[src/rtl/photo_shutter_sequencer.sv]
// Round-robin photoshutter sequencer: each qualified trigger edge fires the next
// enabled shutter for W ticks, then waits H ticks before re-arming.
module photo_shutter_sequencer #(
  parameter int unsigned PRESCALE       = 1000,
  parameter int unsigned PRESCALE_WIDTH = 16
) (
  input  logic        clk_i,
  input  logic        rst_n_i,
  input  logic        wr_i,
  input  logic [31:0] dat_i,
  output logic [31:0] dat_o,
  input  logic        TRIG,
  output logic        P1,
  output logic        P2,
  output logic        P3,
  output logic        TRIG_OUT
);

  typedef enum logic [1:0] {
    IDLE    = 2'd0,
    FIRE    = 2'd1,
    HOLDOFF = 2'd2
  } state_t;

  localparam logic [PRESCALE_WIDTH-1:0] PRE_LAST = PRESCALE_WIDTH'(PRESCALE - 1);

  state_t                    state_q;
  logic                      sync1_q, sync2_q, sync3_q;
  logic [2:0]                mask_q;
  logic                      armed_q;
  logic [7:0]                w_q, h_q;
  logic [7:0]                wl_q, hl_q;
  logic [1:0]                ptr_q;
  logic [7:0]                cnt_q;
  logic [PRESCALE_WIDTH-1:0] pre_q;
  logic [7:0]                tcnt_q;
  logic [2:0]                p_q;
  logic                      trig_out_q;
  logic [31:0]               dat_o_q;

  logic                      rise, fire_go, abort, clr, tick, done, busy;
  logic [1:0]                sel_d;
  logic [7:0]                span;
  logic                      unused_dat;

  function automatic logic [1:0] inc3(input logic [1:0] i);
    logic [1:0] r;
    r = (i == 2'd2) ? 2'd0 : i + 2'd1;
    return r;
  endfunction

  // First enabled shutter at or after the pointer, wrapping modulo 3.
  function automatic logic [1:0] pick_shutter(input logic [2:0] mask, input logic [1:0] ptr);
    logic [1:0] c0, c1, c2, r;
    c0 = ptr;
    c1 = inc3(c0);
    c2 = inc3(c1);
    if (mask[c0])      r = c0;
    else if (mask[c1]) r = c1;
    else               r = c2;
    return r;
  endfunction

  function automatic logic [2:0] onehot3(input logic [1:0] idx);
    logic [2:0] r;
    r = 3'b001 << idx;
    return r;
  endfunction

  assign rise       = sync2_q & ~sync3_q;
  assign fire_go    = rise & armed_q & (mask_q != 3'b000);
  assign abort      = wr_i & ~dat_i[3];
  assign clr        = wr_i & dat_i[4];
  assign sel_d      = pick_shutter(mask_q, ptr_q);
  assign tick       = (pre_q == PRE_LAST);
  assign span       = (state_q == HOLDOFF) ? hl_q : wl_q;
  assign done       = tick & (tcnt_q == span - 8'd1);
  assign busy       = (state_q != IDLE);
  assign unused_dat = ^{dat_i[31:24], dat_i[7:5]};

  always_ff @(posedge clk_i or negedge rst_n_i) begin
    if (!rst_n_i) begin
      state_q    <= IDLE;
      sync1_q    <= 1'b0;
      sync2_q    <= 1'b0;
      sync3_q    <= 1'b0;
      mask_q     <= 3'b000;
      armed_q    <= 1'b0;
      w_q        <= 8'd0;
      h_q        <= 8'd0;
      wl_q       <= 8'd0;
      hl_q       <= 8'd0;
      ptr_q      <= 2'd0;
      cnt_q      <= 8'd0;
      pre_q      <= '0;
      tcnt_q     <= 8'd0;
      p_q        <= 3'b000;
      trig_out_q <= 1'b0;
      dat_o_q    <= 32'd0;
    end else begin
      sync1_q    <= TRIG;
      sync2_q    <= sync1_q;
      sync3_q    <= sync2_q;
      trig_out_q <= 1'b0;

      if (wr_i) begin
        mask_q  <= dat_i[2:0];
        armed_q <= dat_i[3];
        w_q     <= dat_i[15:8];
        h_q     <= dat_i[23:16];
      end

      case (state_q)
        IDLE: begin
          pre_q  <= '0;
          tcnt_q <= 8'd0;
          if (fire_go) begin
            state_q    <= FIRE;
            wl_q       <= (w_q == 8'd0) ? 8'd1 : w_q;
            hl_q       <= h_q;
            p_q        <= onehot3(sel_d);
            trig_out_q <= 1'b1;
            cnt_q      <= cnt_q + 8'd1;
            ptr_q      <= inc3(sel_d);
          end
        end
        FIRE: begin
          if (abort) begin
            state_q <= IDLE;
            p_q     <= 3'b000;
          end else if (done) begin
            p_q    <= 3'b000;
            pre_q  <= '0;
            tcnt_q <= 8'd0;
            // Zero holdoff returns straight to IDLE.
            state_q <= (hl_q == 8'd0) ? IDLE : HOLDOFF;
          end else if (tick) begin
            pre_q  <= '0;
            tcnt_q <= tcnt_q + 8'd1;
          end else begin
            pre_q <= pre_q + PRESCALE_WIDTH'(1);
          end
        end
        HOLDOFF: begin
          if (abort || done) begin
            state_q <= IDLE;
          end else if (tick) begin
            pre_q  <= '0;
            tcnt_q <= tcnt_q + 8'd1;
          end else begin
            pre_q <= pre_q + PRESCALE_WIDTH'(1);
          end
        end
        default: begin
          state_q <= IDLE;
          p_q     <= 3'b000;
        end
      endcase

      // Clear overrides the pointer/count update of a simultaneous fire.
      if (clr) begin
        ptr_q <= 2'd0;
        cnt_q <= 8'd0;
      end

      dat_o_q <= {cnt_q, h_q, w_q, 1'b0, ptr_q, busy, armed_q, mask_q};
    end
  end

  assign P1       = p_q[0];
  assign P2       = p_q[1];
  assign P3       = p_q[2];
  assign TRIG_OUT = trig_out_q;
  assign dat_o    = dat_o_q;

endmodule

[config.mk]
export PLATFORM = sky130hd
export DESIGN_NAME = photo_shutter_sequencer
export DESIGN_NICKNAME = d
export VERILOG_FILES = /design/src/rtl/photo_shutter_sequencer.sv
export SDC_FILE = /design/constraint.sdc
export NUM_CORES = 1
export LEC_CHECK = 0
export BUFFER_PORTS_ARGS = -buffer_cell sky130_fd_sc_hd__buf_4
export CAP_MARGIN = 20
export CORE_ASPECT_RATIO = 1.5
export CORE_UTILIZATION = 40
export CTS_CLUSTER_DIAMETER = 150
export DETAILED_ROUTE_END_ITERATION = 8
export PLACE_DENSITY = 0.62
export SLEW_MARGIN = 20
export SYNTH_ARGS = -nofsm -noshare
export SYNTH_HDL_FRONTEND = slang
export SYNTH_SLANG_ARGS = --single-unit
[constraint.sdc]
create_clock -name clk_i -period 3.7 [get_ports clk_i]
set_clock_uncertainty 0.05 [all_clocks]
set_input_delay 0.185 -clock clk_i [delete_from_list [all_inputs] [get_ports clk_i]]
set_output_delay 0.185 -clock clk_i [all_outputs]
set_load 0.05 [all_outputs]
==> metrics <==
arrival time at the worst endpoint around 3.4 ns; worst slew pin tran 0.828 ns; minimum clock period 3.23 ns; nets@finish 547; Reg clk slew, reported paths around 0.070 ns; CP Launch Type flop; Post-Route WL 9620 microns; status completed; total track usage 0.162; post-cts hold buffer count 5; number of synthesized flops with an enable pin 0; vias in the first global route roughly 3400; max-cap viol count 0; multi-input logic area 2070 sq um; CP most frequent cell ha_1; RR Endpoint p_q[2]; # setup viols final 0; Hold Path Class primary input to flop; CTS tree built; Max clock buf depth 2; unrepaired setup endpoints after global routing no; asr flop ratio synth 1.00; Crit path largest cell delay 0.40 ns; drt via density 5.13; Critical-path top delay cell dfrtp_1; Finished Layout Cells 660; Resized Gates After CTS 0; Power per Cell Area 650 nW/um^2; register area ~2800 sq um; clk root buf clkbuf_16; largest net degree at the start of global routing 66; placed insts 640; most area-consuming cells after synthesis dfrtp_1, nand2_1, mux2_2; die area 12800 sq um; layout overhead on the synthesized area 19.2%; syn nets 478; initial antenna violation count 0; Required @ worst endpoint 3.88 ns; # fillers 1146; biggest area consumer among synthesized cells dfrtp_1; Rows 49; first-pass GRT wire length 16400 microns; post-synthesis cell area a little under 5000 sq um; Initial Utilization 0.411; WL/cell between 10 and 15 microns; Crit Path Category flop to flop; crit-path max FO 4; routability cong. 0.791; crit path cell chain inv_1 -> ha_1 -> mux2i_1 -> ha_1 -> xor2_1 -> xnor2_1 -> nor4_1 -> nand4_1 -> nor3_2 -> o221ai_1 -> mux2_1; Hold Path Cell Cnt 2; Die Width 92.7 microns; layout cells sized above 1 0.241; Pleak 0.00276 uW; clock sink total 110; worst r2r src state_q[0]; min-delay src dat_i[12]; FF+latch count, synth 110; n_diodes 0; Worst setup EP type flop; reg2reg path depth 11; port buffer count 59; post-DP HPWL roughly 6800 microns; mean post-synth cell area roughly 11 sq um; grt ovf 0; Yosys top cell area share 0.558; Final TNS setup 0 ns; commonest non-fill, non-tap cell in the layout dfrtp_1; Pre-Repair DR Iteration Count 4; Slew headroom 0.448; Hold EP w_q[4]; DRC violations left 0; CTS buffer count 9; Most used DFF post-synth dfrtp_1; flop2flop setup slack 0.47 ns; drt initial violations 127; IO Count a little over 70; Die Y 138 microns; synth warn 0; commonest non-fill, non-tap cells in the layout dfrtp_1, buf_4, nand2_1, nor2_1, mux2_2; VDD IR max ~0.35 mV; Seq/Total Area, Yosys 0.558; Final Max Slew Viols 0; Core ar. 12000 sq um; Worst-Skew Late Latency 0.35 ns; Synth Instances 434; Final ANT Viol Nets 0; Hold Vio Cnt, Final 0; Yosys cell types 57; Fmax between 300 and 400 MHz; fin crit share 0.874; CTS H-Tree Depth 3; Post-CTS Setup Inserts 0; Via Count 3385
-- worst max path at each step --
stage               cells past startpoint       start         to  slack (ns)
floorplan                              15  state_q[0]  pre_q[12]        0.64
global placement                       11  state_q[0]     p_q[0]        0.56
detailed placement                     11  state_q[0]     p_q[2]        0.45
CTS                                    11  state_q[0]     p_q[2]        0.44
global route                           11  state_q[0]     p_q[2]        0.15
finish                                 11  state_q[0]     p_q[2]        0.47
-- state kept, by name (all words and copies together) (netlist names) --
name,flops
mask_q,3
TRIG_OUT,1
h_q,8
p_q,3
dat_o,31
cnt_q,8
sync3_q,1
tcnt_q,8
sync2_q,1
ptr_q,2
sync1_q,1
armed_q,1
hl_q,8
wl_q,8
pre_q,16
state_q,2
w_q,8
-- power breakdown --
group	internal (uW)	leakage (uW)	total (uW)	switching, uW
Sequential	1380	0.00140	1560	176
Clock	468	0.000140	918	451
Combinational	537	0.00121	1350	811
-- per-layer routing --
layer,vias to the layer above,track usage,share of wire
met5,-,0,0
li1,1648,-,-
met4,0,0.0607,0.017
met2,51,0.277,0.53
met1,1676,0.196,0.42
met3,10,0.0402,0.033
-- cell usage after synthesis, drive strengths merged (2+ instances only) --
master	instances
inv	8
nor2b	4
or2	2
nor4bb	3
and3b	2
o31ai	8
nand2b	6
nand3	12
a21o	2
nand4	4
mux2i	10
xnor2	10
o221ai	2
a31oi	3
a22o	6
mux2	24
o2bb2ai	2
nor2	33
clkbuf	7
buf	8
dfrtp	110
nor4	5
nor4b	4
ha	8
o21ai	21
and2	2
o41ai	4
nand2	67
xor2	12
o21bai	4
nor3	12
and3	11
a21oi	11
-- critical path: cells and delay by family (launching register included) --
family                   cells  cell delay [ns]
flip-flops                   1             0.40
AND/OR/NAND/NOR              3             0.83
AO/OA/AOI/OAI                1             0.29
buffers and inverters        1             0.11
multiplexers                 2             0.69
XOR/XNOR                     2             0.26
adder cells (fa/ha/maj)      2             0.50
-- cell families after synthesis --
| group | after synthesis | share of synthesized area |
|---|---|---|
| compound gates | 66 | 0.0997 |
| xor+xnor | 22 | 0.0444 |
| fa+ha+maj | 8 | 0.0203 |
| buf+inv | 23 | 0.0233 |
| flops | 110 | 0.558 |
| mux | 34 | 0.0784 |
| other cells | 1 | 0.000760 |
| simple gates | 170 | 0.175 |
-- stage by stage --
step	total power (uW)	hold slack (ns)	utilization	setup WS, ns	cell area [sq um]
2_1_floorplan	2560	-0.161	-	0.640	4930
3_3_place_gp	2900	0.246	0.462	0.556	5550
3_5_place_dp	2940	0.246	0.462	0.449	5550
4_1_cts	3860	0.00113	0.489	0.438	5880
5_1_grt	4050	0.00498	0.489	0.150	5880
6_report	3820	0.0150	0.489	0.466	5880
-- final cells by class --
cell class,instances,share of cell area
repair buffers,73,0.0953
multi-input cells,301,0.351
inverters,8,0.00511
clock inverters,6,0.00915
flip-flops and latches,110,0.468
well taps,153,0.0326
clock buffers,9,0.0383
(Power assumes the default switching activity.)
